$ cat config.mk
export PLATFORM = sky130hd
export DESIGN_NAME = datapath
export DESIGN_NICKNAME = d
export VERILOG_FILES = /design/src/rtl/datapath.sv
export SDC_FILE = /design/constraint.sdc
export NUM_CORES = 1
export LEC_CHECK = 0
export ABC_AREA = 1
export CAP_MARGIN = 5
export CORE_UTILIZATION = 64
export CTS_CLUSTER_DIAMETER = 50
export DETAILED_ROUTE_END_ITERATION = 8
export DONT_BUFFER_PORTS = 1
export GPL_ROUTABILITY_DRIVEN = 1
export GPL_TIMING_DRIVEN = 1
export PLACE_DENSITY = 0.86
export SYNTH_ARGS = -nofsm -noshare
export SYNTH_HDL_FRONTEND = slang
export SYNTH_SLANG_ARGS = --single-unit
export TNS_END_PERCENT = 100
$ cat constraint.sdc
create_clock -name clk -period 5.46 [get_ports clk]
set_input_delay 0.546 -clock clk [delete_from_list [all_inputs] [get_ports clk]]
set_output_delay 0.546 -clock clk [all_outputs]
set_load 0.01 [all_outputs]
$ cat src/rtl/datapath.sv
// K&S processor datapath: PC, IR, 4x16 register file, ALU and flags register.
// Optional build macro KS_R0_ZERO_EN hardwires R0 to zero.

package datapath_pkg;
    typedef enum logic [3:0] {
        I_NOP,
        I_BRANCH,
        I_BZERO,
        I_BNEG,
        I_BOV,
        I_BNZERO,
        I_BNNEG,
        I_BNOV,
        I_LOAD,
        I_STORE,
        I_MOVE,
        I_ADD,
        I_SUB,
        I_AND,
        I_OR,
        I_HALT
    } decoded_instruction_type;
endpackage

module datapath
    import datapath_pkg::*;
(
    input  logic                    clk,
    input  logic                    rst_n,
    input  logic                    branch,
    input  logic                    pc_enable,
    input  logic                    ir_enable,
    input  logic                    write_reg_enable,
    input  logic                    addr_sel,
    input  logic                    c_sel,
    input  logic [1:0]              operation,
    input  logic                    flags_reg_enable,
    output decoded_instruction_type decoded_instruction,
    output logic                    zero_op,
    output logic                    neg_op,
    output logic                    unsigned_overflow,
    output logic                    signed_overflow,
    output logic [4:0]              ram_addr,
    output logic [15:0]             data_out,
    input  logic [15:0]             data_in
);

    localparam int unsigned DATA_W = 16;
    localparam int unsigned ADDR_W = 5;
    localparam int unsigned REG_N  = 4;
    localparam int unsigned REG_AW = 2;

    localparam logic [1:0] OP_ADD = 2'b00;
    localparam logic [1:0] OP_SUB = 2'b01;
    localparam logic [1:0] OP_AND = 2'b10;

    logic [ADDR_W-1:0] pc;
    logic [DATA_W-1:0] ir;
    logic [DATA_W-1:0] rf [REG_N];

    logic [REG_AW-1:0] dst_sel;
    logic [REG_AW-1:0] a_sel;
    logic [REG_AW-1:0] b_sel;
    logic [DATA_W-1:0] op_a;
    logic [DATA_W-1:0] op_b;
    logic [DATA_W-1:0] alu_result;
    logic [DATA_W:0]   alu_wide;
    logic              alu_uov;
    logic              alu_sov;
    logic [DATA_W-1:0] wr_data;
    logic              rf_we;
    logic              unused_ir_bit;

    assign unused_ir_bit = ir[7];

    // Opcode decode of the current IR
    always_comb begin
        decoded_instruction = I_NOP;
        case (ir[15:8])
            8'h01:   decoded_instruction = I_BRANCH;
            8'h02:   decoded_instruction = I_BZERO;
            8'h03:   decoded_instruction = I_BNEG;
            8'h05:   decoded_instruction = I_BOV;
            8'h0A:   decoded_instruction = I_BNZERO;
            8'h0B:   decoded_instruction = I_BNNEG;
            8'h0D:   decoded_instruction = I_BNOV;
            8'h81:   decoded_instruction = I_LOAD;
            8'h82:   decoded_instruction = I_STORE;
            8'h91:   decoded_instruction = I_MOVE;
            8'hA1:   decoded_instruction = I_ADD;
            8'hA2:   decoded_instruction = I_SUB;
            8'hA3:   decoded_instruction = I_AND;
            8'hA4:   decoded_instruction = I_OR;
            8'hFF:   decoded_instruction = I_HALT;
            default: decoded_instruction = I_NOP;
        endcase
    end

    // Register field selection; ALU layout unless the instruction packs fields differently
    always_comb begin
        dst_sel = ir[5:4];
        a_sel   = ir[3:2];
        b_sel   = ir[1:0];
        case (decoded_instruction)
            I_LOAD:  dst_sel = ir[6:5];
            I_STORE: a_sel   = ir[6:5];
            I_MOVE: begin
                dst_sel = ir[3:2];
                a_sel   = ir[1:0];
            end
            default: ;
        endcase
    end

`ifdef KS_R0_ZERO_EN
    assign op_a  = (a_sel == '0) ? '0 : rf[a_sel];
    assign op_b  = (b_sel == '0) ? '0 : rf[b_sel];
    assign rf_we = write_reg_enable && (dst_sel != '0);
`else
    assign op_a  = rf[a_sel];
    assign op_b  = rf[b_sel];
    assign rf_we = write_reg_enable;
`endif

    // ALU; bit 16 of the wide result is carry (ADD) or borrow (SUB)
    always_comb begin
        alu_wide   = '0;
        alu_result = '0;
        alu_uov    = 1'b0;
        alu_sov    = 1'b0;
        case (operation)
            OP_ADD: begin
                alu_wide   = {1'b0, op_a} + {1'b0, op_b};
                alu_result = alu_wide[DATA_W-1:0];
                alu_uov    = alu_wide[DATA_W];
                alu_sov    = (op_a[DATA_W-1] == op_b[DATA_W-1]) &&
                             (alu_result[DATA_W-1] != op_a[DATA_W-1]);
            end
            OP_SUB: begin
                alu_wide   = {1'b0, op_a} - {1'b0, op_b};
                alu_result = alu_wide[DATA_W-1:0];
                alu_uov    = alu_wide[DATA_W];
                alu_sov    = (op_a[DATA_W-1] != op_b[DATA_W-1]) &&
                             (alu_result[DATA_W-1] != op_a[DATA_W-1]);
            end
            OP_AND:  alu_result = op_a & op_b;
            default: alu_result = op_a | op_b;
        endcase
    end

    assign wr_data  = c_sel ? data_in : alu_result;
    assign ram_addr = addr_sel ? ir[ADDR_W-1:0] : pc;
    assign data_out = op_a;

    always_ff @(posedge clk or negedge rst_n) begin
        if (!rst_n) begin
            pc <= '0;
            ir <= '0;
        end else begin
            if (pc_enable) begin
                pc <= branch ? ir[ADDR_W-1:0] : pc + ADDR_W'(1);
            end
            if (ir_enable) begin
                ir <= data_in;
            end
        end
    end

    always_ff @(posedge clk or negedge rst_n) begin
        if (!rst_n) begin
            rf <= '{default: '0};
        end else if (rf_we) begin
            rf[dst_sel] <= wr_data;
        end
    end

    always_ff @(posedge clk or negedge rst_n) begin
        if (!rst_n) begin
            zero_op           <= 1'b0;
            neg_op            <= 1'b0;
            unsigned_overflow <= 1'b0;
            signed_overflow   <= 1'b0;
        end else if (flags_reg_enable) begin
            zero_op           <= (alu_result == '0);
            neg_op            <= alu_result[DATA_W-1];
            unsigned_overflow <= alu_uov;
            signed_overflow   <= alu_sov;
        end
    end

endmodule

# Word-level counts from Yosys, hierarchy flattened
# Index checks and enable logic that the tools add are counted.
[classes]
addsub = 3
magnitude_cmp = 4
eq_ne = 24
mux = 18
bitwise = 5
reduce_logical = 5
[ops]
columns = ["operator", "n"]
rows = [
  ["$mux 16", 6],
  ["$bmux 16 s2", 2],
  ["$bwmux 64", 1],
  ["$eq 8x8->1 const B", 8],
  ["$pmux 4 s15", 1],
  ["$pmux 16 s3", 1],
  ["$demux 16 s2", 1],
  ["$eq 8x4->1 const B", 3],
  ["$add 16x16->17", 1],
  ["$sub 16x16->17", 1],
  ["$and 16x16->16", 1],
  ["$eq 8x2->1 const B", 2],
  ["$logic_not 16->1", 1],
  ["$or 16x16->16", 1],
  ["$eq 4x4->1 const B", 3],
  ["$mux 5", 2],
  ["$ge 3x3->1 const B", 3],
  ["$not 2->3", 3],
  ["$eq 8x1->1 const B", 1],
  ["$eq 8x3->1 const B", 1],
  ["$pmux 2 s2", 2],
  ["$add 5x1->5 const B", 1],
  ["$pmux 1 s2", 2],
  ["$logic_and 1x1->1", 3],
  ["other kinds (6)", 8],
]
[totals]
reg_bits = 89
in_bits = 27

# Logic depth before layout (Yosys ltp)
[logic_depth]
depth_word = 12
depth_mapped = 35
mapped_depth_nobuf = 34

# Least setup slack after synthesis
# No wires, ideal clock.
[synth_path]
path_kind = "reg2reg"
start = "register ir[11]"
end = "register rf[15] (netlist name)"
setup_time_ns = 0.083
arrival_time_ns = 3.877
required_time_ns = 5.377
path_slack_ns = 1.500
stages_incl_launch_ff = 29
synth_period_minus_slack_ns = 3.960
path_cell_list = "dfrtp_1 > nor2_1 > nand2_2 > nor2_1 > nor2_1 > nand2_1 > nand3_4 > nand3_2 > nand3_4 > buf_4 > o21ai_1 > inv_1 > a32oi_2 > inv_2 > ha_1 > or2_2 > o21ai_1 > nand4_1 > nand3_1 > nand2_1 > inv_1 > nor2_1 > nand2_1 > nand3_1 > nand2_1 > nand2_1 > o21ai_1 > nand2_1 > o21ai_0"
[synth_between]
elab_chain_len = 12
word_cells_on_any_way = 38
[synth_rtl]
columns = ["element", "line", "source"]
rows = [
  ["start, declared", "58", "logic [DATA_W-1:0] ir;"],
  ["start signal, assigned", "164", "ir <= data_in;"],
  ["$eq 8x8->1, or another cell as far along", "79", "case (ir[15:8])"],
  ["$pmux 4 s15 (*)", "79", ""],
  ["net decoded_instruction[1]", "38", "output decoded_instruction_type decoded_instruction,"],
  ["$eq 4x4->1", "104", "case (decoded_instruction)"],
  ["$pmux 2 s2 (*)", "104", ""],
  ["$not 2->3 (implied by the code) (*)", "120", "assign op_a = rf[a_sel];"],
  ["$bmux 16 s2 (*)", "120", ""],
  ["$mux 16 (implied by the code) (*) (2 in series)", "120", ""],
  ["net data_out[1]", "44", "output logic [15:0] data_out,"],
  ["$sub 16x16->17 or $add 16x16->17 (tied branches)", "140, 133", ""],
  ["$pmux 16 s3 (*)", "131", "case (operation)"],
  ["$mux 16 (*)", "151", "assign wr_data = c_sel ? data_in : alu_result;"],
  ["$bwmux 64 (*)", "173", "rf[dst_sel] <= wr_data;"],
  ["end signal, assigned by index", "173", ""],
  ["end, declared", "59", "logic [DATA_W-1:0] rf [REG_N];"],
]
# The timed path passes the listed nets; every way through them passes the cells marked *. The select of a mux whose other input is x is not followed.
# A chain may end at the register's enable or synchronous reset.

# Worst setup path in the final report
[layout_path]
start = "register ir[11]"
end = "register rf[43] (netlist name)"
# Same word-level chain as after synthesis.

==> impl_metrics.toml <==
[run_status]
status = "finished, final reports clean"

[finish]
layout.nets = 1238
final_cell_mix = "nand2_1 (316), inv_1 (191), o21ai_0 (101)"
syn_to_final_growth_pct = 4.85
layout-drive-gt1-share = 0.0784
mostFrequentLayoutCell = "nand2_1"
antennaDiodeCount = 0
nFillCells = 1051

[route]
route.detailed.drc = 0
first_pass_iters = 6
wire_per_inst_um = 17.7
via_per_inst = 6.00
drt-initial-drc-count = 843
finalWirelength_um = 23100
dr_total_vias = 7848
ant_nets = 0

[placed_design]
place_congestion = 1.01
place_ws_ns = 0.449
io_buffers = 0
dp_hpwl_um = 16500

[floorplan]
row_count = 40
die_w_um = 113
die_h_um = 113
core_area_sq_um = 12000
start_util = 0.654
die_area_sq_um = 12700
pin_count = 56

[synthesis]
avgSynthCellArea_sq_um = 6.62
synthTopCellsByArea = "dfrtp_1 (28%), nand2_1 (15%), inv_1 (9.2%)"
synth_cell_types = 50
synth_edf_count = 0
syn_inst = 1180
yosys.area.top_type = "dfrtp_1"
synth_area_sq_um = 7820
async_flop_share = 1.00
synth_ff_type = "dfrtp_1"
synthesis.nets = 1262
synth-seq-cells = 88
ys_seq_area_frac = 0.282
yosysWarnings = 0
synth_top_cell_area_share = 0.282

[sta]
clock_skew_ns = 0.0108
worst_pin_slew_ns = 0.987
max-slew-margin-rel = 0.339
fin_crit_ns = 5.06
timing.fmax_mhz = 198
post-route-period-util = 0.926
whs_ns = 0.0692
hold_viol_final = 0
fin_setup_tns_ns = 0
rsz0062_at_grt = "false"
setup_viol = 0
maxSlewViolCount = 0
fin_ws_ns = 0.403

[pwr]
cellPowerDensity_nw_per_um2 = 430
power.total_mw = 3.52
vdd_drop_max_v = 0.000250
leakage_nw = 4.10

[worst_setup_path]
start_kind = "flip-flop"
end_kind = "flip-flop"
crit_required_ns = 5.67
cp.arrival_ns = 5.27
critical_path_class = "reg2reg"
reg2reg_from = "ir[11]"
path_max_fanout = 10
crit_start = "ir[11]"

[grt]
grt_max_degree = 89
antenna_found_initial = 0
grt_remaining_overflow = 0
grt_pass1_vias = 7268
grt_first_pass_wirelength_um = 36400
grtUsageTotal = 0.369

[clock_tree]
numCtsBuffers = 9
path_clk_slew_ns = 0.07
clockBufferDepth = 2
cts_tree = "built"
clk_latency_ns = 0.36
clock-sinks = 88
clk_root_buffer_cell = "clkbuf_16"
htreeDepth = 3

[min_path]
hold_class = "in2async"

[flow_run]
maxCapViolCount = 0
-- Yosys cell counts, drive strengths merged (3+ instances only) --
cell type    n
nand3       52
inv        206
buf         25
ha          53
dfrtp       88
a21oi       61
nand2      323
o211ai       4
nor3         9
a32oi       32
nand4       11
clkbuf      24
nor2       102
o22ai        4
clkinv       3
o21ai      162
o21bai       4
-- metrics by stage --
stage,std cells,util,cell area (sq um)
floorplan,1180,-,7820
global placement,1287,0.653,7820
detailed placement,1287,0.653,7820
CTS,1304,0.680,8140
global route,1308,0.685,8200
finish,1308,0.685,8200
-- flip-flops by register name (all words and copies together) (netlist names) --
signal,flops
rf,64
ir,15
pc,5
neg_op,1
signed_overflow,1
unsigned_overflow,1
zero_op,1
-- path summary, 6_finish.rpt --
| path | to | slack, ns | depth (start not counted) |
|---|---|---|---|
| hold / removal | rf[55] | 0.07 | 1 |
| setup / recovery | rf[43] | 0.40 | 24 |
| hold reg to reg | pc[4] | 0.49 | 2 |
| min in group clk | pc[2] | 0.28 | 1 |
| setup reg to reg | rf[43] | 0.40 | 24 |
| max in group asynchronous | unsigned_overflow | 5.00 | 1 |
-- worst max-delay path, cell delays in order (launching register included) --
cell     delay (ns)
dfrtp_1        0.41
nor2_1         0.25
nand2_2        0.15
nor2_1         0.13
nor2_1         0.05
nand2_1        0.21
nand3_4        0.16
nand3_2        0.24
nand3_2        0.29
o21ai_1        0.22
inv_1          0.06
a32oi_2        0.38
inv_1          0.09
ha_1           0.44
inv_1          0.11
a21oi_1        0.27
o21ai_0        0.16
nand2_1        0.09
nand3_1        0.15
o21ai_0        0.25
nand3_1        0.09
nor2_1         0.29
o21ai_0        0.24
nand2_1        0.10
o21ai_0        0.07
-- power breakdown --
part / internal [mW] / switching (mW)
Clock: 0.357 / 0.279
Sequential: 0.838 / 0.0916
Combinational: 0.610 / 1.35
-- kinds of logic after synthesis --
kind of cell,count (synthesis),synth area share
adder cells (fa/ha/maj),55,0.0899
XOR/XNOR,1,0.00112
AO/OA/AOI/OAI,275,0.217
AND/OR/NAND/NOR,503,0.277
flip-flops,88,0.282
buffers and inverters,258,0.133
-- routing by layer --
metal	wire, um	GRT usage
met1	9370	0.493
met4	897	0.169
met2	10400	0.574
met3	2460	0.0778
met5	0	0
-- layout make-up --
cell class              count  area [sq um]  share of cell area
clock buffers              10           229              0.0279
clock inverters             6          67.6             0.00824
multi-input cells         836          4620               0.563
inverters                 209           787              0.0960
flip-flops and latches     88          2200               0.269
repair buffers             12           110              0.0134
well taps                 147           184              0.0224
-- what timing repair did --
item | CTS | global route
hold buffers | 1 | 0
setup endpoints to repair | 0 | 18
endpoints found under the hold margin | 88 | 0
gates resized for setup | 0 | 4
buffers inserted | 0 | 2
Power figures use the tool's default switching activity.
